[config.mk]
export PLATFORM = sky130hd
export DESIGN_NAME = mpt_check_stage
export DESIGN_NICKNAME = d
export VERILOG_FILES = /design/src/rtl/mpt_pkg.sv /design/src/rtl/mpt_resp_fifo.sv /design/src/rtl/mpt_check_stage.sv
export SDC_FILE = /design/constraint.sdc
export NUM_CORES = 1
export LEC_CHECK = 0
export CAP_MARGIN = 20
export CORE_MARGIN = 3
export CORE_UTILIZATION = 39
export CTS_CLUSTER_SIZE = 12
export DETAILED_ROUTE_END_ITERATION = 10
export PLACE_DENSITY = 0.81
export SETUP_SLACK_MARGIN = 0.1
export SLEW_MARGIN = 25
export SYNTH_ARGS = -nofsm -noshare
export SYNTH_HDL_FRONTEND = slang
export SYNTH_HIERARCHICAL = 1
export SYNTH_SLANG_ARGS = --single-unit
[constraint.sdc]
create_clock -name clk_i -period 2.9 [get_ports clk_i]
set_clock_uncertainty 0.05 [all_clocks]
set_input_delay 0.58 -clock clk_i [delete_from_list [all_inputs] [get_ports clk_i]]
set_output_delay 0.58 -clock clk_i [all_outputs]
set_load 0.01 [all_outputs]
[src/rtl/mpt_pkg.sv]
// Shared types for the MPT walker check stage: transaction, permission nibble,
// flush handshake encodings and the access-check helper.
package mpt_pkg;

    localparam int unsigned MPT_ID_WIDTH = 4;
    localparam int unsigned MPT_PERM_W   = 4;
    localparam int unsigned MPT_PAGES    = 16;

    typedef enum logic [1:0] {
        MPT_ACC_READ  = 2'd0,
        MPT_ACC_WRITE = 2'd1,
        MPT_ACC_EXEC  = 2'd2
    } mpt_access_e;

    typedef enum logic [1:0] {
        MPT_FAULT_NONE   = 2'd0,
        MPT_FAULT_PERM   = 2'd1,
        MPT_FAULT_RSVD   = 2'd2,
        MPT_FAULT_ACCESS = 2'd3
    } page_format_fault_e;

    typedef enum logic [1:0] {
        MPT_FLUSH_NONE = 2'd0,
        MPT_FLUSH_ALL  = 2'd1,
        MPT_FLUSH_SDID = 2'd2
    } mptw_flush_ctrl_e;

    typedef enum logic [1:0] {
        MPT_FLUSHED_NONE      = 2'd0,
        MPT_FLUSHED_ONGOING   = 2'd1,
        MPT_FLUSHED_COMPLETED = 2'd2
    } mptw_flush_status_e;

    typedef struct packed {
        logic rsvd;
        logic x;
        logic w;
        logic r;
    } mpt_perm_t;

    typedef struct packed {
        logic                                 valid;
        logic [MPT_PAGES*MPT_PERM_W-1:0]      mpte;
        logic [3:0]                           page_idx;
        mpt_access_e                          access;
        page_format_fault_e                   fault;
        logic [MPT_ID_WIDTH-1:0]              id;
    } mptw_transaction_t;

    typedef struct packed {
        logic                    allow;
        page_format_fault_e      fault;
        logic [MPT_ID_WIDTH-1:0] id;
    } mpt_check_resp_t;

    // Walker faults win over everything; a missing entry is a plain permission
    // denial; malformed nibbles (reserved bit, write-without-read) are RSVD.
    function automatic mpt_check_resp_t mpt_check(input mptw_transaction_t txn);
        mpt_perm_t       perm;
        mpt_check_resp_t resp;
        perm       = mpt_perm_t'(txn.mpte[txn.page_idx*MPT_PERM_W +: MPT_PERM_W]);
        resp.id    = txn.id;
        resp.allow = 1'b0;
        resp.fault = MPT_FAULT_NONE;
        if (txn.fault != MPT_FAULT_NONE) begin
            resp.fault = txn.fault;
        end else if (!txn.valid) begin
            resp.fault = MPT_FAULT_PERM;
        end else if (perm.rsvd || (perm.w && !perm.r)) begin
            resp.fault = MPT_FAULT_RSVD;
        end else begin
            resp.allow = ((txn.access == MPT_ACC_READ)  && perm.r) ||
                         ((txn.access == MPT_ACC_WRITE) && perm.w) ||
                         ((txn.access == MPT_ACC_EXEC)  && perm.x);
            if (!resp.allow) begin
                resp.fault = MPT_FAULT_PERM;
            end
        end
        return resp;
    endfunction

endpackage

[src/rtl/mpt_resp_fifo.sv]
// Synchronous FIFO of check responses with a synchronous clear.
// DEPTH must be a power of two (pointers wrap naturally).
module mpt_resp_fifo
    import mpt_pkg::*;
#(
    parameter int unsigned DEPTH = 2
) (
    input  logic                                clk_i,
    input  logic                                rst_ni,
    input  logic                                clear_i,
    input  logic                                push_i,
    input  logic [$bits(mpt_check_resp_t)-1:0]  data_i,
    input  logic                                pop_i,
    output logic [$bits(mpt_check_resp_t)-1:0]  data_o,
    output logic                                empty_o,
    output logic                                full_o
);

    localparam int unsigned AW = (DEPTH > 1) ? $clog2(DEPTH) : 1;
    localparam int unsigned DW = $bits(mpt_check_resp_t);
    localparam logic [AW:0]   FULL_CNT = (AW+1)'(DEPTH);
    localparam logic [AW:0]   CNT_ONE  = (AW+1)'(1);
    localparam logic [AW-1:0] PTR_ONE  = AW'(1);

    logic [DW-1:0]  mem [DEPTH];
    logic [AW-1:0]  wr_ptr;
    logic [AW-1:0]  rd_ptr;
    logic [AW:0]    count;
    logic           do_push;
    logic           do_pop;

    assign empty_o = (count == '0);
    assign full_o  = (count == FULL_CNT);
    assign do_pop  = pop_i && !empty_o;
    assign do_push = push_i && (!full_o || do_pop);
    assign data_o  = mem[rd_ptr];

    always_ff @(posedge clk_i or negedge rst_ni) begin
        if (!rst_ni) begin
            wr_ptr <= '0;
            rd_ptr <= '0;
            count  <= '0;
            for (int unsigned i = 0; i < DEPTH; i++) begin
                mem[i] <= '0;
            end
        end else if (clear_i) begin
            wr_ptr <= '0;
            rd_ptr <= '0;
            count  <= '0;
        end else begin
            if (do_push) begin
                mem[wr_ptr] <= data_i;
                wr_ptr      <= wr_ptr + PTR_ONE;
            end
            if (do_pop) begin
                rd_ptr <= rd_ptr + PTR_ONE;
            end
            case ({do_push, do_pop})
                2'b10:   count <= count + CNT_ONE;
                2'b01:   count <= count - CNT_ONE;
                default: count <= count;
            endcase
        end
    end

endmodule

[src/rtl/mpt_check_stage.sv]
// Final MPT walker stage: permission check of the completed walk, response FIFO
// and flush handshake. Optional perf counters under MPT_CHECK_PERF_CNT_EN.
module mpt_check_stage
    import mpt_pkg::*;
#(
    parameter int unsigned PIPELINE_SLAVE_DATA_WIDTH = $bits(mptw_transaction_t),
    parameter int unsigned RESP_FIFO_DEPTH           = 2,
    parameter int unsigned RESP_ID_WIDTH             = 4
) (
    input  logic                                    clk_i,
    input  logic                                    rst_ni,
    input  logic                                    stage_slave_valid,
    output logic                                    stage_slave_ready,
    input  logic [PIPELINE_SLAVE_DATA_WIDTH-1:0]    stage_slave_data,
    input  logic [$bits(mptw_flush_ctrl_e)-1:0]     stage_ctrl_flush,
    output logic [$bits(mptw_flush_status_e)-1:0]   stage_status_flushed,
    output logic                                    resp_valid_o,
    input  logic                                    resp_ready_i,
    output logic                                    resp_allow_o,
    output logic [$bits(page_format_fault_e)-1:0]   resp_fault_o,
    output logic [RESP_ID_WIDTH-1:0]                resp_id_o
`ifdef MPT_CHECK_PERF_CNT_EN
    ,
    output logic [31:0]                             perf_allow_cnt_o,
    output logic [31:0]                             perf_deny_cnt_o
`endif
);

    typedef enum logic [1:0] {
        FL_IDLE  = 2'd0,
        FL_DRAIN = 2'd1,
        FL_DONE  = 2'd2
    } flush_state_e;

    flush_state_e        fl_state;
    mptw_flush_status_e  fl_status;
    logic                flush_req;

    mptw_transaction_t   txn;
    mpt_check_resp_t     chk_resp;
    mpt_check_resp_t     head;
    logic [$bits(mpt_check_resp_t)-1:0] fifo_rdata;
    logic                fifo_empty;
    logic                fifo_full;
    logic                fifo_clear;
    logic                beat;
    logic                pop;

    assign txn       = mptw_transaction_t'(stage_slave_data);
    assign chk_resp  = mpt_check(txn);
    assign flush_req = (stage_ctrl_flush != MPT_FLUSH_NONE);

    assign stage_slave_ready = (fl_state == FL_IDLE) && (!fifo_full || resp_ready_i);
    assign beat              = stage_slave_valid && stage_slave_ready;
    assign fifo_clear        = (fl_state == FL_DRAIN);
    assign pop               = resp_valid_o && resp_ready_i;

    always_ff @(posedge clk_i or negedge rst_ni) begin
        if (!rst_ni) begin
            fl_state  <= FL_IDLE;
            fl_status <= MPT_FLUSHED_NONE;
        end else begin
            case (fl_state)
                FL_IDLE: begin
                    if (flush_req) begin
                        fl_state  <= FL_DRAIN;
                        fl_status <= MPT_FLUSHED_ONGOING;
                    end
                end
                // Always exactly one cycle; DONE is visited even if flush dropped here.
                FL_DRAIN: begin
                    fl_state  <= FL_DONE;
                    fl_status <= MPT_FLUSHED_COMPLETED;
                end
                FL_DONE: begin
                    if (!flush_req) begin
                        fl_state  <= FL_IDLE;
                        fl_status <= MPT_FLUSHED_NONE;
                    end
                end
                default: begin
                    fl_state  <= FL_IDLE;
                    fl_status <= MPT_FLUSHED_NONE;
                end
            endcase
        end
    end

    assign stage_status_flushed = fl_status;

    mpt_resp_fifo #(
        .DEPTH (RESP_FIFO_DEPTH)
    ) u_resp_fifo (
        .clk_i   (clk_i),
        .rst_ni  (rst_ni),
        .clear_i (fifo_clear),
        .push_i  (beat),
        .data_i  (chk_resp),
        .pop_i   (pop),
        .data_o  (fifo_rdata),
        .empty_o (fifo_empty),
        .full_o  (fifo_full)
    );

    assign head         = mpt_check_resp_t'(fifo_rdata);
    assign resp_valid_o = !fifo_empty && (fl_state == FL_IDLE);
    assign resp_allow_o = resp_valid_o && head.allow;
    assign resp_fault_o = resp_valid_o ? head.fault : MPT_FAULT_NONE;

    logic [RESP_ID_WIDTH-1:0] head_id;

    generate
        if (RESP_ID_WIDTH <= MPT_ID_WIDTH) begin : g_id_trunc
            assign head_id = head.id[RESP_ID_WIDTH-1:0];
        end else begin : g_id_ext
            assign head_id = {{(RESP_ID_WIDTH-MPT_ID_WIDTH){1'b0}}, head.id};
        end
    endgenerate

    assign resp_id_o = resp_valid_o ? head_id : '0;

`ifdef MPT_CHECK_PERF_CNT_EN
    logic [31:0] perf_allow_q;
    logic [31:0] perf_deny_q;

    always_ff @(posedge clk_i or negedge rst_ni) begin
        if (!rst_ni) begin
            perf_allow_q <= '0;
            perf_deny_q  <= '0;
        end else if (fifo_clear) begin
            perf_allow_q <= '0;
            perf_deny_q  <= '0;
        end else if (beat) begin
            if (chk_resp.allow) begin
                if (perf_allow_q != '1) begin
                    perf_allow_q <= perf_allow_q + 32'd1;
                end
            end else begin
                if (perf_deny_q != '1) begin
                    perf_deny_q <= perf_deny_q + 32'd1;
                end
            end
        end
    end

    assign perf_allow_cnt_o = perf_allow_q;
    assign perf_deny_cnt_o  = perf_deny_q;
`endif

endmodule

==> results of run 1 <==
placed cells by master (no fill, tap or decap), types with 4 or more instances in the layout:
cell type,instances
nand2_1,4
clkbuf_8,4
mux2i_1,11
clkdlybuf4s50_1,90
inv_1,6
mux4_2,8
nor2_1,7
dfrtp_1,20
mux2_4,8
nor2b_1,7
and2_1,10
mux2_2,15
buf_4,19
per-stage QoR:
stage,util [%],hold slack [ns]
after floorplan,-,0.234
after global placement,67.9,0.433
after detailed placement,67.9,0.445
after CTS,69.7,0.463
after global routing,71.2,0.476
final,71.2,0.462
layer usage:
metal / global-route usage, % / vias up / part of all wire [%]
met1: 22.7 / 755 / 40
li1: - / 791 / -
met2: 36.2 / 49 / 54
met4: 4.10 / 0 / 0.82
met3: 3.60 / 4 / 4.6
met5: 0 / - / 0
critical path: stages:
cell           delay [ns]
dlygate4sd2_1        0.26
buf_12               0.15
and2_1               0.14
a221o_1              0.35
or4_4                0.41
and4_4               0.20
a311o_1              0.32
mux2_4               0.27
power by group through the flow:
stage	sequential, mW	combinational [mW]	clock (mW)
floorplan	0.477	0.520	0
detailed placement	0.515	0.874	0
CTS	0.510	0.883	0.217
global route	0.533	0.957	0.228
finish	0.511	0.885	0.211
global placement	0.507	0.855	0
final timing paths:
path	from	endpoint	slack (ns)	depth (start not counted)
worst max register to register	u_resp_fifo/count[1]	u_resp_fifo/mem[8]	0.60	7
worst max-delay path	stage_slave_data[9]	u_resp_fifo/mem[11]	0.29	8
min in group asynchronous	rst_ni	u_resp_fifo/mem[10]	0.62	2
worst min register to register	u_resp_fifo/mem[3]	u_resp_fifo/mem[3]	0.46	1
worst min-delay path	u_resp_fifo/mem[3]	u_resp_fifo/mem[3]	0.46	1
max in group asynchronous	rst_ni	u_resp_fifo/mem[4]	1.97	2
sequential cells by signal (all words and copies together) (netlist names):
name / flops
u_resp_fifo/wr_ptr: 1
u_resp_fifo/rd_ptr: 1
u_resp_fifo/mem: 14
stage_status_flushed: 2
u_resp_fifo/count: 2
repair_timing:
item | CTS | global route
endpoints found under the setup margin | 6 | 5
resized for setup | 6 | 8
buffers inserted | 0 | 4
pin swaps | 1 | 6
layout make-up:
type,instances,share of cell area [%]
tap,50,2.12
clock buffer,4,1.87
inverter,6,0.764
timing repair buffer,117,38.9
multi-input combinational,112,39.4
sequential,20,17.0
logic make-up (layout without fill, tap and decap cells):
group / after synthesis / in the layout / share of synthesized area, %
compound gates: 22 / 22 / 11.7
mux: 47 / 47 / 39.3
buf+inv: 13 / 127 / 5.08
flops: 20 / 20 / 29.0
simple gates: 42 / 42 / 14.4
xor+xnor: 1 / 1 / 0.508
==> results.json, run 1 <==
{
  "status": "completed",
  "initialDrtViolationCount": 79,
  "insertion_delay_ns": 0.25,
  "ys.flop_type": "dfrtp_1",
  "synth_cells": 145,
  "die_h_um": 72.5,
  "ctsHoldBuffers": 0,
  "antenna_cells": 0,
  "p_sw_mw": 0.509,
  "power.total_mw": 1.61,
  "ys_types": 44,
  "synthTopCellsByArea": "dfrtp_1 (29%), mux2_2 (10%), mux4_2 (10%), mux2i_1 (6.4%), mux2_4 (6.1%)",
  "cp.arrival_ns": 2.70,
  "pin_count": 94,
  "powerDensity_nw_per_um2": 545,
  "area_growth_pct": 71.0,
  "multi_input_area_um2": 1160,
  "yosys_warnings": 6,
  "cap_violations": 0,
  "grt_max_degree": 21,
  "peakVddDrop_mv": 0.257,
  "fp.dieArea_um2": 5250,
  "die_x_um": 72.5,
  "gp_congestion": 0.776,
  "cts_max_level": 1,
  "cts_tree": "built",
  "fin_crit_sh_pct": 89.9,
  "synth_edf_count": 0,
  "critPathCaptureType": "flop",
  "fp-row-count": 23,
  "dr.pass1.iters": 4,
  "grt_pass1_vias": 1730,
  "final_area_um2": 2950,
  "drive_above_1_share_pct": 26.6,
  "vias": 1599,
  "viasPerCell": 5.17,
  "coreArea_um2": 4140,
  "internal_power_mw": 1.10,
  "dp.cells": 301,
  "cts_root_buf": "clkbuf_8",
  "max_freq_ghz": 0.384,
  "place_ws_ns": -0.217,
  "clkPwrFrac_pct": 13.1,
  "overflow": 0,
  "instances_no_fill": 309,
  "wl_per_cell_um": 16.5,
  "rsz0062_at_grt": "false",
  "dpl-instance-area_um2": 2820,
  "post-dp-hpwl_um": 4280,
  "synth_area_um2": 1720,
  "clk_path_buf_depth": 2,
  "grt_usage_pct": 19.3,
  "ant_nets": 0,
  "grt_pass1_wl_um": 7950,
  "worst_pin_slew_ns": 0.476,
  "ys_seq_elements": 20,
  "postSynthAreaPerCell_um2": 11.9,
  "ys_seq_area_share_pct": 29.0,
  "final_hold_viol_count": 0,
  "cts_sinks": 20,
  "cp.required_ns": 2.99,
  "synth_fp_nets": 228,
  "cts.clk_slew.worst_paths_ns": 0.07,
  "async_flop_share_pct": 100,
  "synth_common_cells": "dfrtp_1 (20), mux2_2 (16), mux2i_1 (11)",
  "drc": 0,
  "start_kind": "input port",
  "antenna_found_initial": 0,
  "setup_slack_ns": 0.293,
  "pwr-share-seq_pct": 31.8,
  "setup_violations": 0,
  "p_leak_nw": 1.24,
  "p_comb_share_pct": 55.0,
  "yosysMostFrequentCell": "dfrtp_1",
  "timing.slew.headroom_pct": 68.2,
  "path_class": "in -> reg",
  "fin_tns_setup_ns": 0,
  "n_fill_cell": 312,
  "cts_inserted_buffers": 3,
  "synth_top_area_share_pct": 29.0,
  "io_buffer_count": 93,
  "netSwitchingFraction_pct": 31.7,
  "post-synth-top-area-cell": "dfrtp_1",
  "fin_crit_ns": 2.61,
  "wirelength_um": 5100,
  "start_util_pct": 41.6,
  "maxSlewViolCount": 0,
  "num-nets-final": 343,
  "critPathMaxFanout": 12,
  "regArea_um2": 500,
  "hold_class": "reg -> reg"
}
No activity file was read; power rests on OpenSTA's default activity.
==> inputs of run 2 (changes only) <==
--- a/config.mk
+++ b/config.mk
@@ -6,11 +6,13 @@
 export NUM_CORES = 1
 export LEC_CHECK = 0
 export CAP_MARGIN = 20
+export CORE_ASPECT_RATIO = 1.2
 export CORE_MARGIN = 3
-export CORE_UTILIZATION = 39
+export CORE_UTILIZATION = 42
 export CTS_CLUSTER_SIZE = 12
 export DETAILED_ROUTE_END_ITERATION = 10
-export PLACE_DENSITY = 0.81
+export PLACE_DENSITY = 0.86
+export REMOVE_ABC_BUFFERS = 1
 export SETUP_SLACK_MARGIN = 0.1
 export SLEW_MARGIN = 25
 export SYNTH_ARGS = -nofsm -noshare
==> constraint.sdc (replaced) <==
create_clock -name clk_i -period 3 [get_ports clk_i]
set_clock_uncertainty 0.05 [all_clocks]
set_input_delay 0.6 -clock clk_i [delete_from_list [all_inputs] [get_ports clk_i]]
set_output_delay 0.6 -clock clk_i [all_outputs]
set_load 0.01 [all_outputs]
==> run 2 against run 1 <==
Global-route usage grew 0.58 points; clock power shrank 21%; final area shrank 3.4%; critical path type unchanged.
==> results.json, run 2 (same netlist as run 1, synthesis figures left out) <==
{
  "fin_util_pct": 75.3,
  "peakVddDrop_mv": 0.212,
  "rsz0062_at_grt": "false",
  "wl_met3_um": 372,
  "cts_max_level": 1,
  "fin_crit_ns": 2.83,
  "die_h_um": 76.2,
  "power.total_mw": 1.50,
  "pwr-share-seq_pct": 33.2,
  "wl_per_cell_um": 15.6,
  "critPathMaxFanout": 8,
  "start_util_pct": 45.6,
  "timing.slew.headroom_pct": 42.2,
  "cts_inserted_buffers": 3,
  "start_kind": "input port",
  "fin_crit_sh_pct": 94.3,
  "dpl-instance-area_um2": 2800,
  "coreArea_um2": 3780,
  "p_comb_share_pct": 55.7,
  "fp.dieArea_um2": 4910,
  "drc": 0,
  "regMostFlops": "u_resp_fifo/mem",
  "multi_input_area_um2": 1140,
  "whs_ns": 0.455,
  "powerDensity_nw_per_um2": 527,
  "setup_slack_ns": 0.172,
  "routed-wl-met2_um": 2590,
  "drive_above_1_share_pct": 23.0,
  "overflow": 0,
  "viasPerCell": 5.33,
  "maxSlewViolCount": 0,
  "area_growth_pct": 65.2,
  "io_buffer_count": 93,
  "p_sw_mw": 0.481,
  "routedLengthMet1_um": 1740,
  "cp.required_ns": 3.14,
  "status": "completed",
  "critPathCaptureType": "flop",
  "final_cell_mix": "clkdlybuf4s50_1 (92), dfrtp_1 (20), buf_4 (17)",
  "grt_pass1_vias": 1852,
  "highest_layer": "met4",
  "place_ws_ns": -0.106,
  "hold_class": "reg -> reg",
  "wirelength_um": 4730,
  "ctsHoldBuffers": 0,
  "cts.clk_slew.worst_paths_ns": 0.07,
  "instances_no_fill": 304,
  "cap_violations": 0,
  "largest_reg_flops": 14,
  "cts_root_buf": "clkbuf_8",
  "ant_nets": 0,
  "critical_path.cell_chain": "clkdlybuf4s50_1 > buf_4 > mux4_2 > mux4_2 > o21bai_4 > a2111oi_4 > mux2_2",
  "cts_tree": "built",
  "max_stage_delay_ns": 0.50,
  "internal_power_mw": 1.02,
  "gp_congestion": 0.768,
  "final_area_um2": 2850,
  "die_x_um": 64.5,
  "fp-row-count": 24,
  "critPathSlowestCell": "mux4_2",
  "netSwitchingFraction_pct": 32.0,
  "max_freq_ghz": 0.354,
  "path_class": "in -> reg",
  "antenna_cells": 0,
  "p_leak_nw": 1.18,
  "grt_max_degree": 21,
  "crit_top_cell": "mux4_2",
  "insertion_delay_ns": 0.25,
  "initialDrtViolationCount": 94,
  "dr.pass1.iters": 4,
  "grt_pass1_wl_um": 7900,
  "worst_pin_slew_ns": 0.865,
  "cts_sinks": 20,
  "regArea_um2": 500,
  "grt_usage_pct": 19.9,
  "fin_tns_setup_ns": 0,
  "antenna_found_initial": 0,
  "clk_path_buf_depth": 2,
  "final_hold_viol_count": 0,
  "cp.arrival_ns": 2.97,
  "final_common_cell": "clkdlybuf4s50_1",
  "post-dp-hpwl_um": 4090,
  "vias": 1619,
  "setup_violations": 0,
  "num-nets-final": 337,
  "clkPwrFrac_pct": 11.1,
  "pin_count": 94,
  "n_fill_cell": 270,
  "dp.cells": 300
}
-- run 2: cell count changes in the layout (fill, tap and decap cells not counted), moves of 2 or more --
cell / delta
or4_1: +2
clkdlybuf4s50_1: +2
buf_6: -3
or4_4: -2
buf_4: -2
-- run 2: repair_timing --
action | CTS | global route
endpoints found under the hold margin | 0 | 0
setup buffers | 0 | 1
setup endpoints to repair | 0 | 2
gates resized for setup | 0 | 2
-- run 2: area by class of cell --
| class | instances | share of cell area [%] |
|---|---|---|
| Multi-Input combinational cell | 112 | 40.0 |
| Sequential cell | 20 | 17.6 |
| Inverter | 6 | 0.791 |
| Clock buffer | 3 | 1.45 |
| Timing Repair Buffer | 111 | 37.9 |
| Tap cell | 52 | 2.28 |
-- run 2: worst paths after layout --
check	slack, ns	from	depth (start not counted)	to
worst max-delay path	0.17	stage_slave_data[9]	7	u_resp_fifo/mem[6]
worst min-delay path	0.45	u_resp_fifo/mem[3]	1	u_resp_fifo/mem[3]
worst max register to register	0.65	u_resp_fifo/count[0]	8	u_resp_fifo/mem[10]
worst min register to register	0.45	u_resp_fifo/mem[3]	1	u_resp_fifo/mem[3]
max in group asynchronous	1.58	rst_ni	1	u_resp_fifo/mem[9]
min in group asynchronous	0.79	rst_ni	1	u_resp_fifo/mem[7]
-- run 2: routing by layer --
layer  up-vias  GRT usage (%)
li1        770              -
met1       770           20.6
met2        75           38.6
met3         4           5.75
met4         0           3.81
met5         -              0
-- run 2: critical path: cells and delay by family --
family / cells / cell delay (ns)
AO/OA/AOI/OAI: 2 / 0.54
multiplexers: 3 / 1.20
buffers and inverters: 2 / 0.63
-- run 2: power groups by stage --
stage / clock network [mW] / logic [mW] / registers, mW
CTS: 0.172 / 0.842 / 0.499
global placement: 0 / 0.809 / 0.494
floorplan: 0 / 0.462 / 0.473
global route: 0.179 / 0.914 / 0.516
detailed placement: 0 / 0.835 / 0.500
finish: 0.167 / 0.836 / 0.498
==> inputs of run 3 (changes only) <==
--- a/config.mk
+++ b/config.mk
@@ -9,7 +9,7 @@
 export CORE_ASPECT_RATIO = 1.2
 export CORE_MARGIN = 3
 export CORE_UTILIZATION = 42
-export CTS_CLUSTER_SIZE = 12
+export CTS_CLUSTER_SIZE = 20
 export DETAILED_ROUTE_END_ITERATION = 10
 export PLACE_DENSITY = 0.86
 export REMOVE_ABC_BUFFERS = 1
==> results of run 3 <==
Final layout, timing and power as in run 2 (identical DEF).
